--- src/rtl/alu_operand_issue_if.sv ---
// alu_operand_issue_if: issue-stage bundle (decode side, late forward, flush, execute side)
// master = upstream/testbench driver, slave = alu_operand_issue
interface alu_operand_issue_if #(
  parameter int XLEN    = 32,
  parameter int RADDR_W = 5
);
  logic               flush;
  logic               in_valid;
  logic               in_ready;
  logic [RADDR_W-1:0] in_rs1_addr;
  logic [RADDR_W-1:0] in_rs2_addr;
  logic [XLEN-1:0]    in_rs1_data;
  logic [XLEN-1:0]    in_rs2_data;
  logic [XLEN-1:0]    in_imm;
  logic [XLEN-1:0]    in_pc;
  logic [1:0]         in_op1_sel;
  logic               in_op2_sel;
  logic [4:0]         in_alu_ops;
  logic [RADDR_W-1:0] in_rd_addr;
  logic               fwd_valid;
  logic [RADDR_W-1:0] fwd_rd;
  logic [XLEN-1:0]    fwd_data;
  logic               out_valid;
  logic               out_ready;
  logic [XLEN-1:0]    op1;
  logic [XLEN-1:0]    op2;
  logic [4:0]         alu_ops;
  logic [RADDR_W-1:0] out_rd_addr;
  modport master (
    output flush, in_valid, in_rs1_addr, in_rs2_addr, in_rs1_data, in_rs2_data,
           in_imm, in_pc, in_op1_sel, in_op2_sel, in_alu_ops, in_rd_addr,
           fwd_valid, fwd_rd, fwd_data, out_ready,
    input  in_ready, out_valid, op1, op2, alu_ops, out_rd_addr
  );
  modport slave (
    input  flush, in_valid, in_rs1_addr, in_rs2_addr, in_rs1_data, in_rs2_data,
           in_imm, in_pc, in_op1_sel, in_op2_sel, in_alu_ops, in_rd_addr,
           fwd_valid, fwd_rd, fwd_data, out_ready,
    output in_ready, out_valid, op1, op2, alu_ops, out_rd_addr
  );
endinterface

--- src/rtl/alu_operand_issue.sv ---
// alu_operand_issue: 2-entry skid-buffered operand issue stage with late forwarding and flush
// clk/rst_n: clock, async active-low reset; bus: alu_operand_issue_if.slave
// stall_cnt: output-stall cycle counter, present only with ALU_ISSUE_STALL_CNT_EN
module alu_operand_issue #(
  parameter int XLEN    = 32,
  parameter int RADDR_W = 5
) (
  input  logic                  clk,
  input  logic                  rst_n,
  alu_operand_issue_if.slave    bus
`ifdef ALU_ISSUE_STALL_CNT_EN
  ,
  output logic [31:0]           stall_cnt
`endif
);
  typedef struct packed {
    logic [RADDR_W-1:0] rs1_addr;
    logic [RADDR_W-1:0] rs2_addr;
    logic [XLEN-1:0]    rs1_data;
    logic [XLEN-1:0]    rs2_data;
    logic [XLEN-1:0]    imm;
    logic [XLEN-1:0]    pc;
    logic [1:0]         op1_sel;
    logic               op2_sel;
    logic [4:0]         alu_ops;
    logic [RADDR_W-1:0] rd;
  } entry_t;
  function automatic entry_t fwd(entry_t e, logic v, logic [RADDR_W-1:0] rd, logic [XLEN-1:0] d);
    entry_t r;
    r = e;
    if (v && rd != '0 && rd == e.rs1_addr) r.rs1_data = d;
    if (v && rd != '0 && rd == e.rs2_addr) r.rs2_data = d;
    return r;
  endfunction
  entry_t in_raw, in_e, out_f, skid_f, out_d, out_q, skid_d, skid_q;
  logic out_valid_d, out_valid_q, skid_valid_d, skid_valid_q, accept, drain, load;
  assign in_raw = '{rs1_addr: bus.in_rs1_addr, rs2_addr: bus.in_rs2_addr,
                    rs1_data: bus.in_rs1_data, rs2_data: bus.in_rs2_data,
                    imm: bus.in_imm, pc: bus.in_pc, op1_sel: bus.in_op1_sel,
                    op2_sel: bus.in_op2_sel, alu_ops: bus.in_alu_ops, rd: bus.in_rd_addr};
  // load: OUT is free to take a new entry this edge (empty or being drained)
  always_comb begin
    in_e         = fwd(in_raw, bus.fwd_valid, bus.fwd_rd, bus.fwd_data);
    out_f        = fwd(out_q, bus.fwd_valid, bus.fwd_rd, bus.fwd_data);
    skid_f       = fwd(skid_q, bus.fwd_valid, bus.fwd_rd, bus.fwd_data);
    accept       = bus.in_valid && !skid_valid_q;
    drain        = out_valid_q && bus.out_ready;
    load         = !out_valid_q || drain;
    out_valid_d  = !bus.flush && (skid_valid_q || accept || !load);
    skid_valid_d = !bus.flush && !load && (skid_valid_q || accept);
    out_d        = !load ? out_f : skid_valid_q ? skid_f : accept ? in_e : out_f;
    skid_d       = (!load && accept) ? in_e : skid_f;
  end
  always_ff @(posedge clk or negedge rst_n)
    if (!rst_n) begin
      out_valid_q  <= 1'b0;
      skid_valid_q <= 1'b0;
      out_q        <= '0;
      skid_q       <= '0;
    end else begin
      out_valid_q  <= out_valid_d;
      skid_valid_q <= skid_valid_d;
      out_q        <= out_d;
      skid_q       <= skid_d;
    end
  assign bus.in_ready    = !skid_valid_q;
  assign bus.out_valid   = out_valid_q;
  assign bus.op1         = out_q.op1_sel == 2'd0 ? out_q.rs1_data : out_q.op1_sel == 2'd1 ? out_q.pc : '0;
  assign bus.op2         = out_q.op2_sel ? out_q.imm : out_q.rs2_data;
  assign bus.alu_ops     = out_q.alu_ops;
  assign bus.out_rd_addr = out_q.rd;
`ifdef ALU_ISSUE_STALL_CNT_EN
  logic [31:0] stall_q;
  always_ff @(posedge clk or negedge rst_n)
    if (!rst_n) stall_q <= '0;
    else if (out_valid_q && !bus.out_ready && !bus.flush) stall_q <= stall_q + 32'd1;
  assign stall_cnt = stall_q;
`endif
endmodule

--- src/flat_wrapper.sv ---
// flat-port wrapper written by rule: the top's interface ports become plain ports
module alu_operand_issue_flat 
#(
  parameter int XLEN    = 32,
  parameter int RADDR_W = 5
)
  (clk, rst_n, bus_flush, bus_in_valid, bus_in_rs1_addr, bus_in_rs2_addr, bus_in_rs1_data, bus_in_rs2_data, bus_in_imm, bus_in_pc, bus_in_op1_sel, bus_in_op2_sel, bus_in_alu_ops, bus_in_rd_addr, bus_fwd_valid, bus_fwd_rd, bus_fwd_data, bus_out_ready, bus_in_ready, bus_out_valid, bus_op1, bus_op2, bus_alu_ops, bus_out_rd_addr);
  alu_operand_issue_if #(.XLEN(XLEN), .RADDR_W(RADDR_W)) bus_i ();
  input  logic clk;
  input  logic rst_n;
  input wire logic [$bits(bus_i.flush)-1:0] bus_flush;
  input wire logic [$bits(bus_i.in_valid)-1:0] bus_in_valid;
  input wire logic [$bits(bus_i.in_rs1_addr)-1:0] bus_in_rs1_addr;
  input wire logic [$bits(bus_i.in_rs2_addr)-1:0] bus_in_rs2_addr;
  input wire logic [$bits(bus_i.in_rs1_data)-1:0] bus_in_rs1_data;
  input wire logic [$bits(bus_i.in_rs2_data)-1:0] bus_in_rs2_data;
  input wire logic [$bits(bus_i.in_imm)-1:0] bus_in_imm;
  input wire logic [$bits(bus_i.in_pc)-1:0] bus_in_pc;
  input wire logic [$bits(bus_i.in_op1_sel)-1:0] bus_in_op1_sel;
  input wire logic [$bits(bus_i.in_op2_sel)-1:0] bus_in_op2_sel;
  input wire logic [$bits(bus_i.in_alu_ops)-1:0] bus_in_alu_ops;
  input wire logic [$bits(bus_i.in_rd_addr)-1:0] bus_in_rd_addr;
  input wire logic [$bits(bus_i.fwd_valid)-1:0] bus_fwd_valid;
  input wire logic [$bits(bus_i.fwd_rd)-1:0] bus_fwd_rd;
  input wire logic [$bits(bus_i.fwd_data)-1:0] bus_fwd_data;
  input wire logic [$bits(bus_i.out_ready)-1:0] bus_out_ready;
  output wire logic [$bits(bus_i.in_ready)-1:0] bus_in_ready;
  output wire logic [$bits(bus_i.out_valid)-1:0] bus_out_valid;
  output wire logic [$bits(bus_i.op1)-1:0] bus_op1;
  output wire logic [$bits(bus_i.op2)-1:0] bus_op2;
  output wire logic [$bits(bus_i.alu_ops)-1:0] bus_alu_ops;
  output wire logic [$bits(bus_i.out_rd_addr)-1:0] bus_out_rd_addr;
  assign bus_i.flush = bus_flush;
  assign bus_i.in_valid = bus_in_valid;
  assign bus_i.in_rs1_addr = bus_in_rs1_addr;
  assign bus_i.in_rs2_addr = bus_in_rs2_addr;
  assign bus_i.in_rs1_data = bus_in_rs1_data;
  assign bus_i.in_rs2_data = bus_in_rs2_data;
  assign bus_i.in_imm = bus_in_imm;
  assign bus_i.in_pc = bus_in_pc;
  assign bus_i.in_op1_sel = bus_in_op1_sel;
  assign bus_i.in_op2_sel = bus_in_op2_sel;
  assign bus_i.in_alu_ops = bus_in_alu_ops;
  assign bus_i.in_rd_addr = bus_in_rd_addr;
  assign bus_i.fwd_valid = bus_fwd_valid;
  assign bus_i.fwd_rd = bus_fwd_rd;
  assign bus_i.fwd_data = bus_fwd_data;
  assign bus_i.out_ready = bus_out_ready;
  assign bus_in_ready = bus_i.in_ready;
  assign bus_out_valid = bus_i.out_valid;
  assign bus_op1 = bus_i.op1;
  assign bus_op2 = bus_i.op2;
  assign bus_alu_ops = bus_i.alu_ops;
  assign bus_out_rd_addr = bus_i.out_rd_addr;
  alu_operand_issue #(.XLEN(XLEN), .RADDR_W(RADDR_W)) u_core (.clk(clk), .rst_n(rst_n), .bus(bus_i));
endmodule
--- config.mk ---
export PLATFORM = sky130hd
export DESIGN_NAME = alu_operand_issue_flat
export DESIGN_NICKNAME = d
export VERILOG_FILES = /design/src/rtl/alu_operand_issue_if.sv /design/src/rtl/alu_operand_issue.sv /design/src/flat_wrapper.sv
export SDC_FILE = /design/constraint.sdc
export NUM_CORES = 1
export LEC_CHECK = 0
export BUFFER_PORTS_ARGS = -buffer_cell sky130_fd_sc_hd__buf_2
export CAP_MARGIN = 5
export CELL_PAD_IN_SITES_DETAIL_PLACEMENT = 2
export CELL_PAD_IN_SITES_GLOBAL_PLACEMENT = 2
export CORE_AREA = 8 8 253 255
export DETAILED_ROUTE_END_ITERATION = 8
export DIE_AREA = 0 0 261 263
export PLACE_DENSITY_LB_ADDON = 0.1
export SLEW_MARGIN = 30
export SYNTH_ARGS = -nofsm -noshare
export SYNTH_HDL_FRONTEND = slang
export SYNTH_SLANG_ARGS = --single-unit
--- constraint.sdc ---
create_clock -name clk -period 2.6 [get_ports clk]
set_clock_uncertainty 0.2 [all_clocks]
set_input_delay 0.26 -clock clk [delete_from_list [all_inputs] [get_ports clk]]
set_output_delay 0.26 -clock clk [all_outputs]
set_load 0.02 [all_outputs]
; ---- After elaboration in Yosys (flattened, before gate mapping)
; Index checks and enable logic that the tools add are counted.
; W data, S select, Z words.
[word_totals]
out_inout_bits = 76
in_bits = 194
regBits = 304
wordCells = 66
[classes]
eq_ne = 7
n_reduce_logical = 24
muxes = 13
[ops]
columns = op, count
row1 = $mux W151, 2
row2 = $mux W32, 9
row3 = $mux W141, 2
row4 = $eq A5 B5 Y1, 6
row5 = $logic_and A1 B1 Y1, 13
row6 = $reduce_bool A5 Y1, 1
row7 = $logic_not A1 Y1, 4
row8 = $logic_or A1 B1 Y1, 3
row9 = $eq A2 B1 Y1 const B, 1
row10 = $logic_not A2 Y1, 1
row11 = $reduce_and A2 Y1, 1
row12 = $reduce_bool A2 Y1, 1

; ---- Longest topological paths before layout
[depth]
depth_word = 7
ltp_mapped = 9
ltp_nobuf = 5

; ---- Least setup slack after synthesis
; Ideal clock, no wire load.
[synth_path]
path_kind = input-to-reg
start = input bus_fwd_rd[1]
end = register u_core.out_q[100] (netlist bit)
slack_ns = 0.174
t_required_ns = 2.249
n_path_buf = 4
path_stages = 9
arrival_time_ns = 2.076
setup_ns = 0.151
cell_sequence = buf_2 > or4_4 > o21a_1 > buf_2 > and3_1 > buf_2 > buf_2 > a211oi_1 > a211oi_2
[synth_lines]
columns = item, line_no
row1 = start: declaration, flat_wrapper.sv:24  ; input wire logic [$bits(bus_i.fwd_rd)-1:0] bus_fwd_rd;
row2 = end signal: assignment, alu_operand_issue.sv:63  ; out_q <= out_d;
row3 = end: declaration, alu_operand_issue.sv:35  ; entry_t in_raw, in_e, out_f, skid_f, out_d, out_q, skid_d, skid_q;

; ---- Final worst setup path
[layout_path]
start = register u_core.out_q (netlist bit u_core.out_f[12])
end = output bus_op1[5]
[layout_via]
elab_chain_cells = 3
elab_cells_between_ends = 4
classes_between = 1 x eq/ne / 2 x mux / 1 x reduce/logical
[layout_lines]
columns = item, line_no
row1 = $eq A2 B1 Y1, alu_operand_issue.sv:68  ; assign bus.op1 = out_q.op1_sel == 2'd0 ? out_q.rs1_data : out_q.op1_sel == 2'd1 ? out_q.pc : '0;
row2 = $mux W32, alu_operand_issue.sv:68
row3 = $mux W32 (*), alu_operand_issue.sv:68
row4 = end: declaration, flat_wrapper.sv:29  ; output wire logic [$bits(bus_i.op1)-1:0] bus_op1;
; Every way passes the cells marked *; elsewhere a longest branch is shown, timed or not.

==> impl_results.md <==
- 1st-pass router iterations: 7
- Area delta synth->final: 32.8%
- Minimum clock period: approximately 2.4 ns
- CTS max path bufs: 3
- HP Class: in2async
- Initial antenna violation count: 6
- Top_reg_cell synth: dfrtp_1
- Post-synth net total: about 2,000
- Initial Utilization: 29.7%
- Global placer's final weighted congestion: around 0.77
- # DRC: 0
- Largest net degree at the start of global routing: 70
- Number of buffers added on ports: between 200 and 300
- Setup TNS: 0 ns
- HPWL after DPL: ~52,000 µm
- CP Data Arrival Time: 1.90 ns
- # resized after CTS: 0
- Final hold violations: 0
- Total CTS buffers: just over 40
- Grt ovf: 0
- Crit-path cells: buf_12, nor2_1, buf_2
- Max-Cap Viols: 0
- Pre-CTS setup slack: around 0.084 ns
- First-pass GRT wire length: 124,000 µm
- Final worst slack: about 0.24 ns
- Via density: 5.59
- Final WL: roughly 80,000 µm
- Peak Freq: ~0.42 GHz
- Vias in the first global route: between 15,000 and 20,000
- VDD IR max: ~0.38 mV
- Unrepaired setup endpoints after global routing: no
- Pwr Total: 17.1 mW
- Leak: between 10 and 15 nW
- Seq cells post-synth: 304
- Clock sinks: about 300
- Slew @ Worst Pin: 1.02 ns
- Sequential element share of the synthesized area: about 43%
- DR WL/cell: 26.8 µm
- DR iter-0 viols: 785
- Clk root buf: clkbuf_16
- Via count: roughly 17,000
- Asr flop ratio synth: between 90% and 100%
- Worst path slowest cell: dfrtp_1
- Max Slew Vio Count: 0
- Clk slew on worst S/H paths: about 0.06 ns
- # setup viols final: 0
- Final Cycle Share: between 90% and 100%
- CP endpoint kind: output port
- Yosys warnings: 0
- ANT nets after route: 0
- WP buf/inv: 2
- I/O pin count: 270
- Status: complete, no violations
- Relative slew slack: 32.0%
- Htree depth: 2
- Post-Syn Instances: about 1,900
- Kind of critical path: reg2out
- Die Ht: approximately 260 µm
- Top fanout value on the critical path: 26
- Distinct cells, synth: 46
- Floorplan Core Area: 0.0599 mm²
- Crit path required time: 2.14 ns
- CP max stage delay: 0.60 ns
- CP top delay family: flip-flops
- Tot GR Track Use: 23.3%
- Fill cells: between 6,000 and 7,000
- Worst Setup Start Kind: register
- Die ar.: roughly 0.069 mm²
- Die Width: 261 µm
- Pwr dens: 722 mW/mm²
- Nets@finish: ~2,400
- FP Rows: 90
- TritonCTS clock tree: yes
- Post-Synthesis Cell Area: between 0.015 and 0.02 mm²
- Post CTS Setup Buffer Count: 0
- Clock latency on the worst-skew pair: around 0.57 ns
- Mean Syn Cell Area: around 9.6 µm²
- Post-synth EDFFs: 0
- Share of cells above drive strength 1: between 20% and 30%
[cells in the final DEF, fill, tap and decap left out, types with 5 or more instances in the layout]
cell,n
a41o_1,27
xnor2_1,14
clkbuf_8,8
clkbuf_1,7
o31ai_1,27
a41oi_1,27
a22oi_1,32
dfrtp_1,302
nor4_2,7
or3_1,32
o221a_2,32
mux2i_1,64
buf_2,267
mux2_1,23
buf_12,37
o21ai_0,61
a211oi_1,42
clkbuf_16,43
nand2_1,161
o211ai_1,32
dlygate4sd3_1,186
a21oi_1,88
nand3_1,5
xor2_1,16
a31oi_1,32
o31a_1,5
o22ai_1,171
clkinv_2,10
a211oi_2,27
nor2_1,110
inv_1,64
mux2_2,160
o2bb2ai_1,27
buf_4,44
[per-layer routing]
layer / GRT usage, % / wire, µm
met3: 3.25 / 3230
met4: 6.39 / 1980
met2: 41.3 / 41200
met5: 0 / 30
met1: 29.3 / 34500
[through the flow]
stage / utilization (%) / cells / hold WS (ns) / area (µm²)
final: 39.4 / 3017 / 0.102 / 23600
after global routing: 39.4 / 3016 / 0.130 / 23600
after CTS: 39.4 / 3014 / 0.118 / 23600
after detailed placement: 34.0 / 2754 / 0.136 / 20400
after global placement: 34.0 / 2754 / 0.115 / 20400
after floorplan: - / 1854 / -0.236 / 17800
[worst register-to-register path, stage by stage (launching register included)]
cell,delay (ns)
dfrtp_1,0.41
xnor2_1,0.18
nand3_1,0.15
nor4_2,0.28
buf_4,0.21
buf_12,0.23
mux2_2,0.38
a211oi_2,0.20
[synthesized netlist by cell type (all sizes together) (2+ instances only)]
library cell | instances | area [µm²]
nor2 | 113 | 424
nand2b | 3 | 18.8
a31oi | 33 | 206
o22ai | 171 | 1070
o31ai | 27 | 203
a211oi | 69 | 653
o211ai | 32 | 240
clkbuf | 184 | 691
o2bb2ai | 27 | 236
and3 | 2 | 12.5
nand3 | 7 | 35.0
buf | 47 | 262
a41o | 27 | 270
xnor2 | 14 | 123
o21ai | 65 | 337
or3 | 32 | 200
xor2 | 16 | 140
a21oi | 88 | 440
inv | 64 | 240
nand2 | 164 | 616
a22oi | 32 | 240
nor4 | 8 | 87.6
o31a | 5 | 43.8
nor3 | 4 | 20.0
o221a | 32 | 360
mux2i | 65 | 651
dfrtp | 304 | 7610
a41oi | 27 | 236
mux2 | 183 | 2060
[logic make-up after synthesis]
kind of cell           after synthesis  synth area share [%]
AO/OA/AOI/OAI                      638                  25.6
AND/OR/NAND/NOR                    338                  8.15
flip-flops                         304                  42.8
buffers and inverters              296                  6.72
multiplexers                       248                  15.2
XOR/XNOR                            30                  1.48
[registers in the layout, summed over array words and instances, names as in the netlist]
register                cells
u_core.bus.alu_ops          5
u_core.out_f               77
u_core.out_q               64
u_core.skid_valid_q         1
u_core.bus.out_rd_addr      5
u_core.bus.out_valid        1
u_core.skid_q              64
u_core.skid_f              87
[power by group]
part | internal (mW) | leakage [nW] | switching, mW
Clock | 3.54 | 0.682 | 2.34
Sequential | 5.82 | 3.54 | 0.709
Combinational | 2.09 | 6.07 | 2.54
Total | 11.5 | 10.3 | 5.60
[worst paths after layout]
kind	slack [ns]	startpoint	to	cells past startpoint
worst min-delay path	0.10	rst_n	u_core.skid_f[145]$_DFFE_PN0P_	2
worst max register to register	0.27	u_core.skid_f[141]$_DFFE_PN0P_	u_core.out_q[106]$_DFF_PN0_	7
worst min register to register	0.31	u_core.skid_f[5]$_DFFE_PN0P_	u_core.skid_f[5]$_DFFE_PN0P_	1
max in group asynchronous	1.35	rst_n	u_core.out_f[12]$_DFFE_PN0P_	3
min in group clk	0.17	bus_out_ready	u_core.out_f[149]$_DFFE_PN0P_	7
worst max-delay path	0.24	u_core.out_f[12]$_DFFE_PN0P_	bus_op1[5]	3
[repair_timing]
item	4_1_cts	5_1_grt
hold buffers	186	0
endpoints found under the hold margin	443	0
setup endpoints to repair	0	0
[final cells by class]
type / instances / area [µm²] / area share, %
inverter: 65 / 246 / 1.04
antenna: 3 / 7.51 / 0.0318
clock buffer: 58 / 1210 / 5.13
tap: 782 / 978 / 4.14
clock inverter: 16 / 164 / 0.694
timing repair buffer: 535 / 4280 / 18.1
sequential: 304 / 7610 / 32.2
multi-input combinational: 1254 / 9120 / 38.6
Power figures use the tool's default switching activity.
